File: src/rtl/wb_port_arb_pkg.sv
`default_nettype none
// ============================================================================
// Module   : wb_port_arb_pkg
// Purpose  : Shared constants and types for the regfile write-port arbiter.
// Revision : 1.0 - initial release
// ============================================================================
package wb_port_arb_pkg;

   localparam int ZERO_REG     = 0;
   localparam int ZERO         = 0;
   localparam int WB_BUF_DEPTH = 2;
   localparam int STARVE_CNT_W = 4;

   typedef enum logic [1:0] {
      GNT_NONE = 2'd0,
      GNT_PIPE = 2'd1,
      GNT_BUF  = 2'd2
   } gnt_src_e;

endpackage
`default_nettype wire

File: src/rtl/wb_port_arb_buf_fifo.sv
`default_nettype none
// ============================================================================
// Module   : wb_buf_fifo
// Purpose  : Two-entry FIFO holding mdu results waiting for the write port.
// Revision : 1.0 - initial release
// ============================================================================
module wb_buf_fifo
   import wb_port_arb_pkg::*;
#(
   parameter int RADDR_WIDTH = 5,
   parameter int RDATA_WIDTH = 32
) (
   input  logic                   clk_i,
   input  logic                   rst_n_i,
   input  logic                   push_i,
   input  logic [RADDR_WIDTH-1:0] push_addr_i,
   input  logic [RDATA_WIDTH-1:0] push_data_i,
   input  logic                   pop_i,
   output logic [RADDR_WIDTH-1:0] head_addr_o,
   output logic [RDATA_WIDTH-1:0] head_data_o,
   output logic [1:0]             count_o
);

   localparam int c_PTR_W = $clog2(WB_BUF_DEPTH);
   localparam int c_ENT_W = RADDR_WIDTH + RDATA_WIDTH;
   localparam logic [1:0] c_FULL = 2'(WB_BUF_DEPTH);

   logic [c_ENT_W-1:0] r_mem [WB_BUF_DEPTH];
   logic [c_PTR_W-1:0] r_rd_ptr;
   logic [c_PTR_W-1:0] r_wr_ptr;
   logic [1:0]         r_count;
   logic               w_push;
   logic               w_pop;

   assign w_push = push_i && (r_count != c_FULL);
   assign w_pop  = pop_i  && (r_count != 2'd0);

   always_ff @(posedge clk_i or negedge rst_n_i) begin
      if (!rst_n_i) begin
         r_rd_ptr <= '0;
         r_wr_ptr <= '0;
         r_count  <= 2'd0;
      end else begin
         if (w_push) begin
            r_wr_ptr <= r_wr_ptr + c_PTR_W'(1);
         end
         if (w_pop) begin
            r_rd_ptr <= r_rd_ptr + c_PTR_W'(1);
         end
         case ({w_push, w_pop})
            2'b10:   r_count <= r_count + 2'd1;
            2'b01:   r_count <= r_count - 2'd1;
            default: r_count <= r_count;
         endcase
      end
   end

   // Storage needs no reset: the count alone decides which entries are live.
   always_ff @(posedge clk_i) begin
      if (w_push) begin
         r_mem[r_wr_ptr] <= {push_addr_i, push_data_i};
      end
   end

   assign head_addr_o = r_mem[r_rd_ptr][c_ENT_W-1:RDATA_WIDTH];
   assign head_data_o = r_mem[r_rd_ptr][RDATA_WIDTH-1:0];
   assign count_o     = r_count;

endmodule
`default_nettype wire

File: src/rtl/wb_port_arb.sv
`default_nettype none
// ============================================================================
// Module   : wb_port_arb
// Purpose  : Shares the regfile write port between pipeline writeback and
//            buffered mdu results, forcing a stall when the buffer starves.
// Revision : 1.0 - initial release
// ============================================================================
module wb_port_arb
   import wb_port_arb_pkg::*;
#(
   parameter int RADDR_WIDTH  = 5,
   parameter int RDATA_WIDTH  = 32,
   parameter int STARVE_LIMIT = 4
) (
   input  logic                   clk_i,
   input  logic                   rst_n_i,
   input  logic                   pipe_we_i,
   input  logic [RADDR_WIDTH-1:0] pipe_waddr_i,
   input  logic [RDATA_WIDTH-1:0] pipe_wdata_i,
   input  logic                   mdu_valid_i,
   output logic                   mdu_ready_o,
   input  logic [RADDR_WIDTH-1:0] mdu_waddr_i,
   input  logic [RDATA_WIDTH-1:0] mdu_wdata_i,
   output logic                   stall_o,
   output logic                   reg_we_o,
   output logic [RADDR_WIDTH-1:0] reg_waddr_o,
   output logic [RDATA_WIDTH-1:0] reg_wdata_o,
   output logic [1:0]             buf_cnt_o
);

   localparam logic [STARVE_CNT_W-1:0] c_STARVE_LIMIT = STARVE_CNT_W'(STARVE_LIMIT);
   localparam logic [RADDR_WIDTH-1:0]  c_ZERO_REG     = RADDR_WIDTH'(ZERO_REG);
   localparam logic [RDATA_WIDTH-1:0]  c_ZERO         = RDATA_WIDTH'(ZERO);
   localparam logic [1:0]              c_BUF_FULL     = 2'(WB_BUF_DEPTH);

   logic [RADDR_WIDTH-1:0]  w_head_addr;
   logic [RDATA_WIDTH-1:0]  w_head_data;
   logic [1:0]              w_buf_cnt;
   logic                    w_buf_nonempty;
   logic                    w_pipe_eff;
   logic                    w_mdu_ready;
   logic                    w_mdu_push;
   logic                    w_force;
   gnt_src_e                w_gnt;
   logic [STARVE_CNT_W-1:0] r_starve_cnt;
   logic [STARVE_CNT_W-1:0] w_starve_nxt;
   logic                    r_reg_we;
   logic [RADDR_WIDTH-1:0]  r_reg_waddr;
   logic [RDATA_WIDTH-1:0]  r_reg_wdata;

   assign w_pipe_eff     = pipe_we_i && (pipe_waddr_i != c_ZERO_REG);
   assign w_buf_nonempty = (w_buf_cnt != 2'd0);
   // Ready looks only at the registered count, so a full buffer never
   // accepts even while its head is being written out.
   assign w_mdu_ready    = (w_buf_cnt != c_BUF_FULL);
   assign w_mdu_push     = mdu_valid_i && w_mdu_ready && (mdu_waddr_i != c_ZERO_REG);

   wb_buf_fifo #(
      .RADDR_WIDTH (RADDR_WIDTH),
      .RDATA_WIDTH (RDATA_WIDTH)
   ) u_buf (
      .clk_i       (clk_i),
      .rst_n_i     (rst_n_i),
      .push_i      (w_mdu_push),
      .push_addr_i (mdu_waddr_i),
      .push_data_i (mdu_wdata_i),
      .pop_i       (w_gnt == GNT_BUF),
      .head_addr_o (w_head_addr),
      .head_data_o (w_head_data),
      .count_o     (w_buf_cnt)
   );

   always_comb begin
      w_gnt   = GNT_NONE;
      w_force = 1'b0;
      if (w_buf_nonempty && (r_starve_cnt == c_STARVE_LIMIT) && w_pipe_eff) begin
         w_force = 1'b1;
         w_gnt   = GNT_BUF;
      end else if (w_pipe_eff) begin
         w_gnt = GNT_PIPE;
      end else if (w_buf_nonempty) begin
         w_gnt = GNT_BUF;
      end
   end

   always_comb begin
      w_starve_nxt = r_starve_cnt;
      if (!w_buf_nonempty || (w_gnt == GNT_BUF)) begin
         w_starve_nxt = '0;
      end else if ((w_gnt == GNT_PIPE) && (r_starve_cnt != c_STARVE_LIMIT)) begin
         w_starve_nxt = r_starve_cnt + STARVE_CNT_W'(1);
      end
   end

   always_ff @(posedge clk_i or negedge rst_n_i) begin
      if (!rst_n_i) begin
         r_starve_cnt <= '0;
      end else begin
         r_starve_cnt <= w_starve_nxt;
      end
   end

   // Address and data hold their last value when no write is granted.
   always_ff @(posedge clk_i or negedge rst_n_i) begin
      if (!rst_n_i) begin
         r_reg_we    <= 1'b0;
         r_reg_waddr <= c_ZERO_REG;
         r_reg_wdata <= c_ZERO;
      end else begin
         case (w_gnt)
            GNT_PIPE: begin
               r_reg_we    <= 1'b1;
               r_reg_waddr <= pipe_waddr_i;
               r_reg_wdata <= pipe_wdata_i;
            end
            GNT_BUF: begin
               r_reg_we    <= 1'b1;
               r_reg_waddr <= w_head_addr;
               r_reg_wdata <= w_head_data;
            end
            default: begin
               r_reg_we <= 1'b0;
            end
         endcase
      end
   end

   assign stall_o     = w_force;
   assign mdu_ready_o = w_mdu_ready;
   assign buf_cnt_o   = w_buf_cnt;
   assign reg_we_o    = r_reg_we;
   assign reg_waddr_o = r_reg_waddr;
   assign reg_wdata_o = r_reg_wdata;

endmodule
`default_nettype wire

File: config.mk
export PLATFORM = sky130hd
export DESIGN_NAME = wb_port_arb
export DESIGN_NICKNAME = d
export VERILOG_FILES = /design/src/rtl/wb_port_arb_pkg.sv /design/src/rtl/wb_port_arb_buf_fifo.sv /design/src/rtl/wb_port_arb.sv
export SDC_FILE = /design/constraint.sdc
export NUM_CORES = 1
export LEC_CHECK = 0
export CAP_MARGIN = 20
export CORE_MARGIN = 2
export CORE_UTILIZATION = 40
export DETAILED_ROUTE_END_ITERATION = 10
export GPL_TIMING_DRIVEN = 0
export PLACE_DENSITY = 0.65
export SLEW_MARGIN = 10
export SYNTH_ARGS = -nofsm -noshare
export SYNTH_HDL_FRONTEND = slang
export SYNTH_SLANG_ARGS = --single-unit
File: constraint.sdc
create_clock -name clk_i -period 3.8 [get_ports clk_i]
set_clock_uncertainty 0.1 [all_clocks]
set_input_delay 0.38 -clock clk_i [delete_from_list [all_inputs] [get_ports clk_i]]
set_output_delay 0.38 -clock clk_i [all_outputs]
set_load 0.02 [all_outputs]
==> results.md <==
- Counting flops and latches in the post-synthesis netlist gives 120.
- The count of fill cells added during filler insertion is 1,130.
- The total overflow reported by the global router is 0.
- The TritonCTS buffer count is 17.
- The clock period could shrink to 3.23 ns.
- Entering global routing, the biggest net connects 31 pins.
- The placer congestion estimate is 0.750.
- The wire length of the first global-routing pass is 20,400 microns.
- After detailed routing, the average wire length per cell comes to 18.2 microns.
- The number of max-slew violations in the final report was 0.
- The area growth from synthesis to layout is 37.6%.
- The latest clock arrival within the worst-skew pair is 0.41 ns.
- The number of global-route vias before repair is 3,908.
- The final non-filler cell total is 703.
- The path class of the tightest hold or removal check is flop to flop.
- Of all nets on the critical path, the largest fanout is 10.
- IR analysis of the VDD net gives a maximum drop of 0.000440 V.
- Of the total power, registers draw 0.359.
- The average size of a mapped cell is 14.5 sq um.
- The post-synthesis sequential area ratio is 0.625.
- The netlist area before placement is 0.00540 sq mm.
- The total vias in the final route is 3,597.
- Summing all multi-input logic gate instances after layout gives 0.00172 sq mm.
- The clock sink count is 120.
- 0 antenna diodes ended up in the layout.
- The count of nets left with antenna violations after detail routing is 0.
- The worst setup path is of the flop to primary output kind.
- The tree is rooted in a clkbuf_16.
- The run finished with clean final reports.
- Of the cells placed in the final design, the portion with a size suffix greater than 1 is 0.199.
- The TritonCTS clock tree is done.
- In this run, placement finished with an instance count of 670.
- Data on the critical path is required at its endpoint by 3.32 ns.
- For this design the ratio of total power to cell area is 721 mW/mm^2.
- The leakage power total is 0.00292 uW.
- The power share of the clock group is 0.259.
- By instance count, the cell type seen most on the critical path is clkbuf_1.
- The die outline width is 120 microns.
- The number of antenna violations at the first check in global routing is 0.
- The cell depth of the worst min-delay path is 1.
- Timing would allow up to 309 MHz.
- At the worst endpoint, the arrival time is 2.75 ns.
- The count of warnings emitted by yosys is 0.
- The violation count after the first detailed-route iteration is 145.
- The count of endpoints failing hold in the final timing report came to 0.
- The share of total power consumed by net switching is 0.325.
- For the pin with the worst max-slew slack, the measured transition is 0.771 ns.
- The die is 120 microns tall.
- The remaining max-slew budget at the tightest pin is 0.486.
- For this configuration, the core starts out at a cell density of 0.409.
- The number of buffers on the longest clock path is 2.
- Detailed placement finished with a half-perimeter wire length of 8960 microns.
- The worst hold margin is 0.408 ns.
- STA classifies the critical path endpoint as a primary output.
- Once the clock tree was built, the resizer swapped 0 gates to a different size.
- The cell count after synthesis came out at 372.
- For this run, design rule violations remaining after detail routing come to 0.
- Dividing the detail-routed via count by the number of cells gives 5.12.
- The slowest cell on the critical path is clkdlybuf4s50_1.
- The register clock-pin slew on the reported worst setup and hold paths is 0.05 ns.
- The critical path goes through inv_1 -> ha_1 -> nand3b_1 -> clkbuf_1 -> clkbuf_1 -> nor3_1 -> clkdlybuf4s50_1.
- The logic depth of the worst setup path including buffers is 7.
- The count of port buffers added during placement is 119.
- The final wirelength is 12,800 microns.
- Of the available clock period, the critical path in the final layout requires 0.851.
- The worst reg2reg path depth is 5.
- The cell-internal power is 3610 uW.
- The buffer and inverter count on the worst path is 4.
- Grouping stages by cell kind, the critical path spends the most delay in buffers and inverters.
- Across every metal layer, demand over resource in global routing totals 0.189.
- After floorplanning, the core was divided into 42 placement rows.
- The core region is 0.0132 sq mm.
- The die area is 0.0144 sq mm.
- The worst setup path is launched from a flop.
- The relative contribution of combinational cells to total power is 0.382.
- Setup repair after global routing left no endpoint under its margin.
- The post-route setup TNS is 0 ns.
- The count of maximum capacitance violations is 0.
- Summing all flip-flop and latch instances after layout gives 0.00337 sq mm.
- The net count after synthesis is 453.
- In this run the register-to-register setup slack is 1.52 ns.
- The analysis attributes to net switching a power of 1740 uW.
- The final net count is 595.
- The number of endpoints failing setup at the final stage is 0.
- The number of iterations in the first detailed-routing pass is 4.
- The largest incremental delay on the critical path is 0.56 ns.
- The clock tree synthesis step divided the H-tree into 4 levels.
- The total power consumption of the routed design is 5350 uW.
- The boundary pin count is 120.
- The number of distinct standard cells referenced by the synthesized netlist is 35.
==> cells in the final DEF, fill, tap and decap left out, drive strengths merged, types with 2 or more instances in the layout <==
| cell | instances |
|---|---|
| xor2 | 2 |
| clkdlybuf4s50 | 118 |
| dfrtp | 46 |
| inv | 41 |
| mux2 | 37 |
| xnor2 | 4 |
| edfxtp | 74 |
| o21ai | 2 |
| clkinv | 5 |
| nor3 | 38 |
| nor4 | 4 |
| a221oi | 38 |
| buf | 21 |
| clkbuf | 38 |
| nor2 | 4 |
| ha | 3 |
| mux2i | 37 |
==> synthesized netlist by cell type (all sizes together) <==
| cell | instances | area share |
|---|---|---|
| clkbuf | 11 | 0.0079 |
| ha | 3 | 0.0070 |
| nor2 | 4 | 0.0028 |
| or3 | 1 | 0.0012 |
| or2 | 1 | 0.0012 |
| o211ai | 1 | 0.0014 |
| dfrtp | 46 | 0.21 |
| edfxtp | 74 | 0.41 |
| buf | 17 | 0.022 |
| o21a | 1 | 0.0014 |
| nand2b | 1 | 0.0012 |
| o21ai | 2 | 0.0019 |
| nand3b | 1 | 0.0014 |
| inv | 41 | 0.029 |
| mux2i | 37 | 0.069 |
| a311oi | 1 | 0.0016 |
| nor4b | 1 | 0.0016 |
| or4 | 1 | 0.0014 |
| a221oi | 38 | 0.088 |
| nand3 | 1 | 0.00093 |
| nor4 | 4 | 0.0074 |
| xor2 | 2 | 0.0032 |
| a2111oi | 1 | 0.0016 |
| and3b | 1 | 0.0016 |
| nand2 | 1 | 0.00069 |
| xnor2 | 4 | 0.0065 |
| mux2 | 37 | 0.077 |
| nor3 | 38 | 0.035 |
| a21o | 1 | 0.0014 |
==> cell type report <==
| cell class | instances | area share |
|---|---|---|
| Sequential cell | 120 | 0.454 |
| Tap cell | 176 | 0.0297 |
| Multi-Input combinational cell | 183 | 0.232 |
| Clock inverter | 5 | 0.00286 |
| Timing Repair Buffer | 123 | 0.172 |
| Inverter | 41 | 0.0207 |
| Clock buffer | 27 | 0.0664 |
| Buffer | 28 | 0.0217 |
==> cell families after synthesis <==
kind of cell,Yosys count,synth area share
xor+xnor,6,0.00974
compound gates,45,0.0974
mux,74,0.146
flops,120,0.625
fa+ha+maj,3,0.00696
simple gates,55,0.0566
buf+inv,69,0.0584
==> per-stage QoR <==
| step | instance area, sq um | util | setup WS [ns] |
|---|---|---|---|
| global placement | 6810 | 0.516 | -0.736 |
| detailed placement | 6900 | 0.523 | 0.711 |
| global route | 7420 | 0.563 | 0.400 |
| floorplan | 5400 | - | 0.622 |
| CTS | 7420 | 0.563 | 0.543 |
| finish | 7420 | 0.563 | 0.567 |
==> power groups by stage <==
stage | clock network [uW] | logic, uW | registers [uW]
2_1_floorplan | 0 | 1110 | 2100
3_3_place_gp | 0 | 1960 | 1950
6_report | 1390 | 2050 | 1920
5_1_grt | 1470 | 2200 | 1960
4_1_cts | 1410 | 2070 | 1930
3_5_place_dp | 0 | 2060 | 1940
==> state kept, by name, summed over array words and instances (netlist names) <==
| name | flops |
|---|---|
| r_starve_cnt | 4 |
| u_buf.r_rd_ptr | 1 |
| u_buf.count_o | 2 |
| u_buf.r_mem | 74 |
| reg_wdata_o | 32 |
| u_buf.r_wr_ptr | 1 |
| reg_we_o | 1 |
| reg_waddr_o | 5 |
==> layer usage <==
layer	track usage	wire length, microns	vias up
li1	-	-	1699
met1	0.232	5600	1784
met2	0.316	6360	99
met3	0.0485	588	15
met4	0.0794	228	0
met5	0	0	-
==> worst paths after layout <==
check | start | to
min in group asynchronous | rst_n_i | reg_wdata_o[19]
min reg2reg | r_starve_cnt[0] | r_starve_cnt[0]
max | r_starve_cnt[0] | stall_o
min | r_starve_cnt[0] | r_starve_cnt[0]
max reg2reg | u_buf.count_o[0] | u_buf.r_mem[1][10]
max in group asynchronous | rst_n_i | reg_wdata_o[4]
==> worst reg2reg max path, stage by stage, from the launching register on <==
cell      delay (ns)
dfrtp_1         0.36
buf_6           0.13
nand2b_1        0.16
o211ai_1        0.31
nor2_4          0.67
buf_16          0.25
==> what timing repair did <==
item / 4_1_cts / 5_1_grt
hold buffers: 1 / 0
endpoints found under the hold margin: 29 / 0
setup buffers: 0 / 0
No activity file was read; power rests on OpenSTA's default activity.
